==> src/rtl/spi_master_ctrl.sv <==
// SPI mode-0 initiator: one transaction is an 8-bit command byte followed by
// DATA_BITS of payload, MSB first. The miso stream is captured into rx_status
// (command phase) and rx_data (payload phase). Chip select is framed by setup,
// hold and gap intervals. All outputs are registered.
module spi_master_ctrl #(
    parameter int CLK_DIV   = 4,
    parameter int DATA_BITS = 32,
    parameter int CS_SETUP  = 4,
    parameter int CS_HOLD   = 4,
    parameter int CS_GAP    = 4
) (
    input  logic                 clk,
    input  logic                 rst_n,
    input  logic                 start,
    input  logic [7:0]           cmd,
    input  logic [DATA_BITS-1:0] wr_data,
    output logic                 busy,
    output logic                 done,
    output logic [7:0]           rx_status,
    output logic [DATA_BITS-1:0] rx_data,
    output logic                 sck,
    output logic                 ncs,
    output logic                 mosi,
    input  logic                 miso
);

    localparam int TOTAL   = 8 + DATA_BITS;
    localparam int BIT_W   = $clog2(TOTAL + 1);
    localparam int MAX_A   = (CLK_DIV > CS_SETUP) ? CLK_DIV : CS_SETUP;
    localparam int MAX_B   = (CS_HOLD > CS_GAP) ? CS_HOLD : CS_GAP;
    localparam int CNT_MAX = (MAX_A > MAX_B) ? MAX_A : MAX_B;
    localparam int CNT_W   = (CNT_MAX > 1) ? $clog2(CNT_MAX) : 1;

    localparam logic [CNT_W-1:0] DIV_LAST   = CNT_W'(CLK_DIV - 1);
    localparam logic [CNT_W-1:0] SETUP_LAST = CNT_W'(CS_SETUP - 1);
    localparam logic [CNT_W-1:0] HOLD_LAST  = CNT_W'(CS_HOLD - 1);
    localparam logic [CNT_W-1:0] GAP_LAST   = CNT_W'(CS_GAP - 1);
    localparam logic [BIT_W-1:0] BIT_LAST   = BIT_W'(TOTAL - 1);

    typedef enum logic [2:0] {
        S_IDLE,
        S_SETUP,
        S_SHIFT,
        S_HOLD,
        S_GAP
    } state_t;

    state_t                 r_state;
    logic [CNT_W-1:0]       r_cnt;
    logic [BIT_W-1:0]       r_bit;
    logic [TOTAL-1:0]       r_tx;
    logic [TOTAL-1:0]       r_rx;
    logic                   r_sck;
    logic                   r_ncs;
    logic                   r_busy;
    logic                   r_done;
    logic [7:0]             r_rx_status;
    logic [DATA_BITS-1:0]   r_rx_data;

    // mosi is the MSB of the tx shift register, so it stays put between falls
    // and naturally holds the last bit once shifting stops.
    assign mosi      = r_tx[TOTAL-1];
    assign sck       = r_sck;
    assign ncs       = r_ncs;
    assign busy      = r_busy;
    assign done      = r_done;
    assign rx_status = r_rx_status;
    assign rx_data   = r_rx_data;

    // Transaction sequencer: frames ncs, generates sck and shifts both data directions.
    always_ff @(posedge clk) begin
        // NOTE: all state here uses non-blocking assignments so every register
        // sees the pre-edge values of the others, independent of statement order.
        if (!rst_n) begin
            // NOTE: reset returns every register, including the rx outputs, to a
            // known value; a mid-transfer reset therefore also drops ncs and sck at once.
            r_state     <= S_IDLE;
            r_cnt       <= '0;
            r_bit       <= '0;
            r_tx        <= '0;
            r_rx        <= '0;
            r_sck       <= 1'b0;
            r_ncs       <= 1'b1;
            r_busy      <= 1'b0;
            r_done      <= 1'b0;
            r_rx_status <= '0;
            r_rx_data   <= '0;
        end else begin
            r_done <= 1'b0;
            case (r_state)
                S_IDLE: begin
                    if (start) begin
                        r_tx    <= {cmd, wr_data};
                        r_ncs   <= 1'b0;
                        r_busy  <= 1'b1;
                        r_cnt   <= '0;
                        r_bit   <= '0;
                        r_state <= S_SETUP;
                    end
                end
                S_SETUP: begin
                    if (r_cnt == SETUP_LAST) begin
                        r_cnt   <= '0;
                        r_state <= S_SHIFT;
                    end else begin
                        r_cnt <= r_cnt + CNT_W'(1);
                    end
                end
                S_SHIFT: begin
                    if (r_cnt != DIV_LAST) begin
                        r_cnt <= r_cnt + CNT_W'(1);
                    end else begin
                        r_cnt <= '0;
                        if (!r_sck) begin
                            // Rising edge: capture the slave's bit.
                            r_sck <= 1'b1;
                            r_rx  <= {r_rx[TOTAL-2:0], miso};
                        end else begin
                            // Falling edge: advance mosi unless this was the last bit.
                            r_sck <= 1'b0;
                            r_bit <= r_bit + BIT_W'(1);
                            if (r_bit == BIT_LAST) begin
                                r_state <= S_HOLD;
                            end else begin
                                r_tx <= {r_tx[TOTAL-2:0], 1'b0};
                            end
                        end
                    end
                end
                S_HOLD: begin
                    if (r_cnt == HOLD_LAST) begin
                        r_cnt       <= '0;
                        r_ncs       <= 1'b1;
                        r_done      <= 1'b1;
                        r_rx_status <= r_rx[TOTAL-1:DATA_BITS];
                        r_rx_data   <= r_rx[DATA_BITS-1:0];
                        r_state     <= S_GAP;
                    end else begin
                        r_cnt <= r_cnt + CNT_W'(1);
                    end
                end
                S_GAP: begin
                    if (r_cnt == GAP_LAST) begin
                        r_cnt   <= '0;
                        r_busy  <= 1'b0;
                        r_state <= S_IDLE;
                    end else begin
                        r_cnt <= r_cnt + CNT_W'(1);
                    end
                end
                default: r_state <= S_IDLE;
            endcase
        end
    end

endmodule

==> config.mk <==
export PLATFORM = sky130hd
export DESIGN_NAME = spi_master_ctrl
export DESIGN_NICKNAME = d
export VERILOG_FILES = /design/src/rtl/spi_master_ctrl.sv
export SDC_FILE = /design/constraint.sdc
export NUM_CORES = 1
export LEC_CHECK = 0
export BUFFER_PORTS_ARGS = -buffer_cell sky130_fd_sc_hd__buf_2
export CORE_UTILIZATION = 40
export CTS_CLUSTER_DIAMETER = 50
export CTS_CLUSTER_SIZE = 28
export DETAILED_ROUTE_END_ITERATION = 7
export GPL_ROUTABILITY_DRIVEN = 0
export GPL_TIMING_DRIVEN = 0
export PLACE_DENSITY = 0.73
export SLEW_MARGIN = 20
export SYNTH_ARGS = -nofsm -noshare
export SYNTH_HDL_FRONTEND = slang
export SYNTH_SLANG_ARGS = --single-unit
==> constraint.sdc <==
create_clock -name clk -period 1.9 [get_ports clk]
set_clock_uncertainty 0.15 [all_clocks]
set_input_delay 0.285 -clock clk [delete_from_list [all_inputs] [get_ports clk]]
set_output_delay 0.285 -clock clk [all_outputs]
set_load 0.05 [all_outputs]
Yosys cells after proc, flatten, opt, wreduce, memory -nomap -nowiden:

Index checks and enable logic that the tools add are counted.

* logic and storage cells: 75
* flip-flop bits (word level): 135
* output and inout bits: 45

* reduce and logical (&&, ||, !) cells: 16
* add/sub/neg operators: 2
* mux-type cells: 29
* eq/ne operators: 15
* bitwise logic cells: 2

Operator list (number)
* two-way mux 40 bit: 4
* case mux 40 bit (2 select lines): 1
* two-way mux 3 bit: 7
* two-way mux 6 bit: 3
* inequality test 2 bit, second input constant: 9
* case mux 3 bit (5 select lines): 1
* case mux 6 bit (2 select lines): 1
* AND reduction 3 bit: 3
* AND reduction 2 bit: 4
* AND reduction 7 bit: 1
* adder 6 x 1 -> 6 bit, second input constant: 1
* == test 3 x 2 -> 1 bit, second input constant: 2
* == test 6 bit, second input constant: 1
* two-way mux 1 bit: 6
* two-way mux 2 bit: 3
* case mux 2 bit (3 select lines): 1
* nonzero test 2 bit: 3
* AND reduction 5 bit: 1
* case mux 1 bit (2 select lines): 2
* AND reduction 4 bit: 1
* == test 3 x 1 -> 1 bit, second input constant: 1
* == test 3 bit, second input constant: 1
* zero test 3 bit: 1
* nonzero test 3 bit: 1
* other kinds (4): 5

Depth between registers and ports, before layout:

Gate-level depths: netlist of the first run.

* depth in word-level cells: 5
* gate-level depth with buffers: 7
* mapped depth without buffers: 5

Least setup slack after synthesis of the first run:

Ideal clock, no wire load.

* path type: register -> register
* from: register r_sck (netlist: sck)
* to: register r_tx[0]
* data required time: 1.678 ns
* setup time: 0.072 ns
* buffers on the path: 2
* stages on the path, launching flop included: 7
* setup slack: -0.193 ns
* arrival time: 1.872 ns
* cells stage by stage: dfxtp_1 -> nand3_2 -> a211oi_4 -> and2_1 -> buf_2 -> buf_4 -> mux2i_1

* word-level cells in the longest chain between the ends: 2

RTL lines
* start: declaration: RTL line 53 `logic r_sck;`
* start signal: assignment: RTL line 82 `r_sck <= 1'b0;`
* start signal: assignment: RTL line 116 `r_sck <= 1'b1;`
* start signal: assignment: RTL line 120 `r_sck <= 1'b0;`
* inequality test 2 bit (no line)
* AND reduction 5 bit (no line)
* end signal: assignment: RTL line 93 `r_tx <= {cmd, wr_data};`
* end signal: assignment: RTL line 125 `r_tx <= {r_tx[TOTAL-2:0], 1'b0};`
* end: declaration: RTL line 51 `logic [TOTAL-1:0] r_tx;`

No other way between the ends.
A chain may end at the register's enable or synchronous reset.

Worst setup path in the final report of the first run:

* from: register r_bit[0]
* to: register r_tx[38]

* word-level cells in the longest chain between the ends: 3

RTL lines
* start: declaration: RTL line 50 `logic [BIT_W-1:0] r_bit;`
* start signal: assignment: RTL line 121 `r_bit <= r_bit + BIT_W'(1);`
* == test 6 bit: RTL line 122 `if (r_bit == BIT_LAST) begin`
* inequality test 2 bit (no line)
* AND reduction 5 bit (no line)

No other way between the ends.

==> flow_summary_export.csv, run 1 <==
group,metric,value,unit
synthesis,synth_edf_count,0,
global_route,overflow,0,
floorplan,die_w,121,um
routing,wl,12.2,mm
global_route,grt_pass1_wl,20.6,mm
routing,wl_per_cell,13.2,um
global_route,antenna_found_initial,0,
final_layout,final_cell_area,7150,sq um
critical_path,cp-end-kind,"register",
final_layout,num_antenna_cells,0,
floorplan,rows,42,
synthesis,synth_cell_types,39,
pwr,finalPower,0.00681,W
final_layout,drive_gt1_share,24.0,%
floorplan,io_pins,89,
synthesis,synth_top_flop_cell,"dfxtp_1",
global_route,grt_usage,17.9,%
routing,drc,0,
routing,drtIter0Drc,252,
place,hpwl,8.14,mm
timing,fmax,540,MHz
cts,clockBufferDepth,2,
routing,drtAntennaViolNets,0,
place,io_buffers,87,
global_route,grtUsageMet1,22.9,%
cts,root_buffer,"clkbuf_16",
critical_path,crit_fanout,5,
critical_path,cp_data_arrival_time,2.01,ns
timing,worst_slack,0.0480,ns
floorplan,core_area,13500,sq um
final_layout,nNetsFinal,778,
timing,worstMarginPinSlew,0.641,ns
final_layout,multi_input_area,2710,sq um
floorplan,die_y,121,um
hold_path,hold_path_class,"input pin to register",
timing,fin_crit_sh,97.5,%
global_route,grtUsageMet2,27.9,%
timing,hold_ws,0.0788,ns
pwr,p_per_area,951,nW/um^2
final_layout,seq_area,2720,sq um
synthesis,synthArstFlopShare,0,%
critical_path,r2r_start,"r_bit[0]$_SDFFE_PN0P_",
final_layout,syn2layout_area_growth,27.3,%
critical_path,crit_path_start,"r_bit[0]$_SDFFE_PN0P_",
global_route,grtUsageMet3,6.13,%
cts,cts_tree,"done",
routing,via_count,4603,
synthesis,syn_inst,617,
hold_path,hp-start,"wr_data[5]",
synthesis,syn_avg_cell_area,9.11,sq um
cts,clock_latency,0.42,ns
timing,grt_setup_unrepaired,"yes",
status,status,"finished clean",
synthesis,yosys_warnings,0,
global_route,grt_max_degree,17,
cts,clkSinkCount,135,
cts,cts_buffers,17,
cts,clkTransAtPathRegs,0.06,ns
cts,htreeDepth,4,
timing,drv_slew,0,
critical_path,required,2.06,ns
floorplan,die-area,14500,sq um
synthesis,mappedNetlistArea,5620,sq um
timing,layout_min_cycle_time,1.85,ns
timing,max-slew-margin-rel,57.3,%
routing,avgViaCountPerCell,5.00,
routing,dr.pass1.iters,4,
synthesis,synth_seq_cells,135,
timing,setup_viol,0,
floorplan,start_util,41.8,%
timing,finalHoldViolations,0,
critical_path,crit_path_start_kind,"register",
critical_path,path_class,"register to register",
global_route,grt_pass1_vias,4307,
synthesis,syn_nets,663,
run,maxCapViolCount,0,
final_layout,fillers,1257,
place,dpl_worst_slack,-0.373,ns
pwr,peakVddDrop,0.632,mV
place,place_area,6280,sq um
global_route,top_usage_layer,"met2",
synthesis,synth-seq-area-share,48.1,%
pwr,leakage,3.02,nW
through the flow:
step	cells	utilization, %	setup TNS [ns]
after floorplan	617	-	0
after global placement	880	46.7	-14.04
after detailed placement	880	46.7	-13.70
after CTS	917	52.3	0
after global routing	921	53.2	-0.387
final	921	53.2	0
layout make-up:
type                            instances  area share (%)
Tap cell                              176            3.08
Clock inverter                         10            2.01
Clock buffer                           22            6.63
Multi-Input combinational cell        428            37.9
Buffer                                 50            4.84
Timing Repair Buffer                  100            7.57
Sequential cell                       135            38.0
Yosys cell counts, types with 2 or more instances:
cell type | instances | area share [%]
buf_2 | 11 | 0.98
dfxtp_1 | 135 | 48
nor3b_1 | 3 | 0.40
nand2b_1 | 4 | 0.45
a211oi_1 | 2 | 0.27
a2111oi_0 | 2 | 0.31
buf_4 | 7 | 0.94
a21oi_1 | 2 | 0.18
o21a_1 | 2 | 0.27
ha_1 | 2 | 0.45
nand3b_1 | 2 | 0.27
a21boi_0 | 60 | 8.0
nand3_1 | 43 | 3.8
mux2i_1 | 41 | 7.3
clkbuf_1 | 36 | 2.4
a22oi_1 | 2 | 0.27
nor2b_1 | 4 | 0.45
nor2_1 | 10 | 0.67
a21boi_1 | 21 | 2.8
nand2_1 | 165 | 11
xnor2_1 | 5 | 0.78
and2_1 | 3 | 0.33
o211a_1 | 39 | 6.9
cell usage in the layout, fill, tap and decap left out, types with 3 or more instances in the layout:
| cell type | n |
|---|---|
| a21boi_0 | 60 |
| a21boi_1 | 21 |
| buf_2 | 92 |
| buf_4 | 12 |
| buf_6 | 10 |
| buf_8 | 3 |
| bufinv_16 | 3 |
| clkbuf_1 | 18 |
| clkbuf_16 | 17 |
| clkbuf_2 | 10 |
| clkbuf_4 | 4 |
| clkbuf_8 | 3 |
| clkinvlp_4 | 3 |
| dfxtp_1 | 129 |
| dfxtp_2 | 4 |
| mux2i_1 | 39 |
| nand2_1 | 165 |
| nand2b_1 | 3 |
| nand3_1 | 43 |
| nor2_1 | 10 |
| nor2b_1 | 4 |
| nor3b_1 | 3 |
| o211a_1 | 39 |
| xnor2_1 | 5 |
where the power goes:
| group | switching, W | internal [W] | leakage (nW) | total (W) |
|---|---|---|---|---|
| registers | 0.0000507 | 0.00292 | 1.10 | 0.00297 |
| clock network | 0.00124 | 0.00217 | 0.293 | 0.00342 |
| logic | 0.000202 | 0.000218 | 1.63 | 0.000420 |
registers in the layout (all words and copies together), names as in the netlist:
name       count
busy           1
done           1
r_rx          40
ncs            1
rx_data       32
rx_status      8
sck            1
r_state        3
r_bit          6
r_cnt          2
r_tx          40
per-layer routing:
layer	part of all wire, %	vias up
met5	0	-
met4	1.1	0
met3	5.8	14
met2	46	99
met1	47	2130
li1	-	2360
repair_timing:
item | CTS | global route
endpoints found under the hold margin | 2 | 0
setup buffers | 5 | 5
gates resized for setup | 35 | 40
setup endpoints to repair | 120 | 120
hold buffers | 2 | 0
cloned | 0 | 1
pin swaps | 4 | 2
kinds of logic after synthesis:
family,after synthesis,share of synthesized area (%)
AND/OR/NAND/NOR,244,18.8
AO/OA/AOI/OAI,134,19.9
multiplexers,42,7.51
XOR/XNOR,6,0.935
buffers and inverters,54,4.32
adder cells (fa/ha/maj),2,0.445
flip-flops,135,48.1
worst paths after layout:
check	endpoint	slack [ns]	depth (start not counted)
hold / removal	r_tx[5]$_SDFFE_PN0P_	0.08	4
setup / recovery	r_tx[38]$_SDFFE_PN0P_	0.05	7
setup reg to reg	r_tx[38]$_SDFFE_PN0P_	0.05	7
hold reg to reg	r_tx[0]$_SDFFE_PN0P_	0.31	2
critical path, stage by stage (launching register included):
cell	delay, ns
dfxtp_2	0.35
ha_2	0.20
and2_1	0.14
nand4_1	0.20
and2_4	0.22
buf_6	0.13
buf_4	0.15
o211a_1	0.20
No activity file was read; power rests on OpenSTA's default activity.
==> inputs of run 2 (changes only) <==
--- a/config.mk
+++ b/config.mk
@@ -6,13 +6,13 @@
 export NUM_CORES = 1
 export LEC_CHECK = 0
 export BUFFER_PORTS_ARGS = -buffer_cell sky130_fd_sc_hd__buf_2
-export CORE_UTILIZATION = 40
+export CORE_UTILIZATION = 23
 export CTS_CLUSTER_DIAMETER = 50
 export CTS_CLUSTER_SIZE = 28
 export DETAILED_ROUTE_END_ITERATION = 7
 export GPL_ROUTABILITY_DRIVEN = 0
 export GPL_TIMING_DRIVEN = 0
-export PLACE_DENSITY = 0.73
+export PLACE_DENSITY = 0.52
 export SLEW_MARGIN = 20
 export SYNTH_ARGS = -nofsm -noshare
 export SYNTH_HDL_FRONTEND = slang
==> run 2 against run 1 <==
Die area is 73% higher. Power is 1.4% lower. Flip-flop and latch count stayed put. Utilization is 23 points lower.
==> flow_summary_export.csv, run 2 (synthesized netlist as in run 1, its figures left out) <==
group,metric,value,unit
status,status,"finished clean",
global_route,grt_pass1_vias,4338,
routing,wl_per_cell,12.8,um
critical_path,cp_data_arrival_time,2.01,ns
timing,fin_crit_sh,97.9,%
cts,cts_buffers,17,
floorplan,die_w,158,um
timing,setup_viol,0,
pwr,peakVddDrop,0.567,mV
timing,layout_min_cycle_time,1.86,ns
place,io_buffers,87,
final_layout,syn2layout_area_growth,29.2,%
routing,avgViaCountPerCell,4.30,
place,dpl_worst_slack,-0.442,ns
cts,htreeDepth,4,
final_layout,fillers,2561,
global_route,overflow,0,
cts,clock_latency,0.42,ns
timing,finalHoldViolations,0,
timing,worst_slack,0.0404,ns
floorplan,core_area,23700,sq um
final_layout,final_common_cell,"nand2_1",
global_route,grt_pass1_wl,22.2,mm
floorplan,io_pins,89,
place,hpwl,9.41,mm
timing,max-slew-margin-rel,59.5,%
final_layout,drive_gt1_share,23.6,%
routing,via_count,4567,
final_layout,finalNonFillerCells,1062,
hold_path,hold_path_class,"input pin to register",
critical_path,path_class,"register to register",
floorplan,die_y,158,um
cts,clkSinkCount,135,
final_layout,final_cell_area,7260,sq um
critical_path,cp-end-kind,"register",
run,maxCapViolCount,0,
critical_path,required,2.06,ns
global_route,grt_usage,11.4,%
floorplan,start_util,23.7,%
timing,hold_ws,0.0767,ns
routing,drtIter0Drc,238,
pwr,p_per_area,924,nW/um^2
final_layout,final_cell_mix,"165 x nand2_1, 128 x dfxtp_1, 92 x buf_2",
global_route,grt_max_degree,17,
cts,cts_tree,"done",
final_layout,final_util,30.6,%
critical_path,crit_fanout,10,
global_route,antenna_found_initial,4,
cts,root_buffer,"clkbuf_16",
cts,clkTransAtPathRegs,0.06,ns
routing,dr.pass1.iters,4,
place,place_area,6460,sq um
timing,grt_setup_unrepaired,"yes",
timing,drv_slew,0,
floorplan,rows,56,
floorplan,die-area,25100,sq um
final_layout,nNetsFinal,775,
routing,wl,13.6,mm
routing,drc,0,
timing,fmax,538,MHz
timing,worstMarginPinSlew,0.607,ns
place,placed_cells,1023,
cts,clockBufferDepth,2,
routing,drtAntennaViolNets,0,
critical_path,crit_path_start_kind,"register",
pwr,leakage,2.98,nW
run 2: cell types whose count changed in the layout (fill, tap and decap cells not counted), sizes merged:
| cell | delta |
|---|---|
| clkinv | +1 |
| clkbuf | -1 |
| diode | +1 |
| buf | -4 |
| clkinvlp | -1 |
| bufinv | -1 |
| inv | +3 |
run 2: repair_timing:
action,in CTS,in global routing
resized for setup,28,34
hold buffers,2,0
setup buffers,4,5
endpoints found under the setup margin,120,129
endpoints found under the hold margin,2,0
pin swaps,1,5
run 2: cell type report:
cell class	instances	area [sq um]	share of cell area, %
Timing Repair Buffer	98	523	7.21
Tap cell	319	399	5.50
Antenna cell	1	2.50	0.0345
Buffer	49	314	4.33
Multi-Input combinational cell	428	2720	37.4
Clock buffer	20	447	6.15
Clock inverter	12	144	1.98
Sequential cell	135	2710	37.4
run 2: final timing paths:
| check | startpoint | slack, ns | depth (start not counted) | end |
|---|---|---|---|---|
| setup reg to reg | r_bit[1]$_SDFFE_PN0P_ | 0.04 | 7 | r_tx[37]$_SDFFE_PN0P_ |
| hold / removal | cmd[0] | 0.08 | 4 | r_tx[32]$_SDFFE_PN0P_ |
| hold reg to reg | rx_data[8]$_SDFFE_PN0P_ | 0.31 | 2 | rx_data[8]$_SDFFE_PN0P_ |
| setup / recovery | r_bit[1]$_SDFFE_PN0P_ | 0.04 | 7 | r_tx[37]$_SDFFE_PN0P_ |
run 2: stage by stage:
stage / total power, W / TNS, ns
6_report: 0.00671 / 0
5_1_grt: 0.00699 / -1.51
4_1_cts: 0.00678 / -1.83
3_5_place_dp: 0.00341 / -20.62
3_3_place_gp: 0.00341 / -17.89
2_1_floorplan: 0.00328 / 0
run 2: worst max-delay path: stages, from the launching register on:
cell     delay (ns)
dfxtp_2        0.37
ha_4           0.15
and2_1         0.14
nand4_1        0.22
and2_1         0.22
buf_4          0.15
buf_8          0.14
o211a_1        0.21
run 2: report_power, final:
| part | leakage (nW) | total (W) | internal (W) | switching (W) |
|---|---|---|---|---|
| combinational | 1.60 | 0.000406 | 0.000206 | 0.000200 |
| sequential | 1.10 | 0.00297 | 0.00292 | 0.0000494 |
| clock | 0.284 | 0.00333 | 0.00199 | 0.00134 |
run 2: routing by layer:
layer	vias up	share of wire, %	global-route usage (%)
met3	17	7.2	4.87
met5	-	0.25	0
met1	2102	48	14.8
met2	95	43	16.9
li1	2349	-	-
met4	4	1.0	3.30
==> inputs of run 3 (changes only) <==
--- a/config.mk
+++ b/config.mk
@@ -12,7 +12,7 @@
 export DETAILED_ROUTE_END_ITERATION = 7
 export GPL_ROUTABILITY_DRIVEN = 0
 export GPL_TIMING_DRIVEN = 0
-export PLACE_DENSITY = 0.52
+export PLACE_DENSITY = 0.5
 export SLEW_MARGIN = 20
 export SYNTH_ARGS = -nofsm -noshare
 export SYNTH_HDL_FRONTEND = slang
==> constraint.sdc (replaced) <==
create_clock -name clk -period 2.1 [get_ports clk]
set_clock_uncertainty 0.15 [all_clocks]
set_input_delay 0.315 -clock clk [delete_from_list [all_inputs] [get_ports clk]]
set_output_delay 0.315 -clock clk [all_outputs]
set_load 0.05 [all_outputs]
==> run 3 against run 2 <==
Via count shrank 1.6%. Critical path depth unchanged. Final cell count is 0.19% lower. Die area unchanged. Largest cell class is now flip-flops and latches. Count of clock-buffer cells in the layout is 1 lower. Critical path type unchanged. Largest power group unchanged. Critical endpoint is now r_tx[20]$_SDFFE_PN0P_.
==> flow_summary_export.csv, run 3 (synthesized netlist as in run 1, its figures left out) <==
group,metric,value,unit
place,dpl_worst_slack,-0.233,ns
critical_path,required,2.26,ns
floorplan,core_area,23700,sq um
global_route,grt_pass1_wl,22.7,mm
critical_path,rr_worst_depth,7,
cts,clkTransAtPathRegs,0.06,ns
critical_path,r2r_start,"r_state[1]$_SDFFE_PN0P_",
critical_path,crit_path_start_kind,"register",
cts,cts_tree,"done",
pwr,p_seq_share,45.4,%
critical_path,critPathMostFrequentCell,"buf_4",
critical_path,cp_data_arrival_time,2.11,ns
timing,finalHoldViolations,0,
critical_path,path_class,"register to register",
final_layout,nNetsFinal,774,
routing,drtAntennaViolNets,0,
global_route,grt_max_degree,17,
final_layout,final_cell_mix,"165 x nand2_1, 134 x dfxtp_1, 95 x buf_2",
hold_path,min_to,"r_tx[0]$_SDFFE_PN0P_",
critical_path,cp-end-kind,"register",
critical_path,slowest_stage,"dfxtp_1",
timing,fmax,512,MHz
hold_path,whs_path_depth,3,
final_layout,finalNonFillerCells,1060,
cts,clock_latency,0.42,ns
routing,via_count,4492,
timing,grt_setup_unrepaired,"no",
routing,wl,13.5,mm
routing,avgViaCountPerCell,4.24,
timing,worstMarginPinSlew,0.628,ns
timing,max-slew-margin-rel,58.1,%
place,placed_cells,1023,
pwr,switching_power,0.00140,W
cts,clkSinkCount,135,
critical_path,crit_fanout,10,
final_layout,drive_gt1_share,21.8,%
pwr,pwr-share-comb,6.0,%
routing,wl_per_cell,12.8,um
timing,drv_slew,0,
critical_path,slowest_delay,0.41,ns
critical_path,crit_path_start,"r_state[1]$_SDFFE_PN0P_",
critical_path,crit_chain,"clkbuf_4, nor3b_2, buf_4, buf_4, mux2i_1, nand3_1, o211a_1",
pwr,swShare,23.7,%
pwr,p_clk_share,48.7,%
final_layout,final_common_cell,"nand2_1",
place,hpwl,9.47,mm
cts,root_buffer,"clkbuf_16",
cts,htreeDepth,4,
global_route,antenna_found_initial,2,
timing,worst_slack,0.147,ns
pwr,leakage,2.95,nW
critical_path,r2r_slack,0.15,ns
floorplan,start_util,23.7,%
routing,drtIter0Drc,259,
floorplan,die_y,158,um
pwr,peakVddDrop,0.479,mV
place,io_buffers,87,
critical_path,r2r-end,"r_tx[20]$_SDFFE_PN0P_",
global_route,overflow,0,
floorplan,die_w,158,um
pwr,p_per_area,829,nW/um^2
status,status,"finished clean",
pwr,p_int,0.00452,W
final_layout,fillers,2616,
routing,dr.pass1.iters,6,
cts,clockBufferDepth,2,
global_route,grt_pass1_vias,4409,
run,maxCapViolCount,0,
cts,cts_buffers,17,
timing,setup_viol,0,
final_layout,syn2layout_area_growth,27.0,%
final_layout,final_util,30.1,%
timing,fin_crit_sh,93.0,%
timing,layout_min_cycle_time,1.95,ns
floorplan,rows,56,
hold_path,hp-start,"wr_data[0]",
floorplan,die-area,25100,sq um
hold_path,hold_path_class,"input pin to register",
global_route,grt_usage,11.5,%
floorplan,io_pins,89,
routing,drc,0,
[run 3: changes by cell type in the layout (fill, tap and decap cells not counted), sizes merged]
cell	change
bufinv	-1
clkbuf	+2
buf	-3
dlygate4sd3	-1
clkinvlp	-1
clkinv	+3
inv	-1
[run 3: worst max path at each step]
stage                               endpoint  slack (ns)
floorplan               r_tx[0]$_SDFFE_PN0P_       0.007
global placement       r_tx[16]$_SDFFE_PN0P_       -0.25
detailed placement     r_tx[33]$_SDFFE_PN0P_       -0.23
CTS                    r_tx[37]$_SDFFE_PN0P_        0.02
global route        rx_data[29]$_SDFFE_PN0P_        0.01
finish                 r_tx[20]$_SDFFE_PN0P_        0.15
[run 3: layer usage]
layer  routed length [um]  GRT usage (%)
met5                   25              0
met4                  175           3.98
met3                 1060           4.22
met2                 5720           17.5
met1                 6550           15.0
[run 3: through the flow]
step	hold slack, ns	TNS (ns)	power, W	area [sq um]
after floorplan	0.284	0	0.00297	5620
after global routing	0.0366	0	0.00618	7130
after global placement	0.297	-7.99	0.00308	6450
final	0.0391	0	0.00592	7130
after detailed placement	0.302	-7.22	0.00309	6450
after CTS	0.0257	0	0.00600	7070
[run 3: area by class of cell]
cell class	count	area (sq um)	share of cell area [%]
well taps	319	399	5.59
clock buffers	19	453	6.35
repair buffers	94	490	6.87
clock inverters	12	118	1.65
multi-input cells	428	2700	37.9
diodes	1	2.50	0.0351
flip-flops and latches	135	2700	37.9
plain buffers	52	265	3.72
[run 3: repair_timing]
item / in CTS / in global routing
endpoints found under the hold margin: 1 / 0
resized for setup: 6 / 28
cloned: 0 / 0
hold buffers: 1 / 0
buffers inserted: 3 / 3
pin swaps: 1 / 3
endpoints found under the setup margin: 81 / 121
[run 3: worst max-delay path, delay by kind of cell (launching register included)]
kind | cells | cell delay (ns)
buffers and inverters | 3 | 0.64
AO/OA/AOI/OAI | 1 | 0.15
multiplexers | 1 | 0.22
flip-flops | 1 | 0.41
AND/OR/NAND/NOR | 2 | 0.28
[run 3: power groups by stage]
stage          clock (W)  sequential (W)  combinational, W
2_1_floorplan          0         0.00275          0.000224
3_3_place_gp           0         0.00274          0.000346
3_5_place_dp           0         0.00274          0.000347
4_1_cts          0.00296         0.00268          0.000358
5_1_grt          0.00310         0.00269          0.000394
6_report         0.00288         0.00268          0.000353
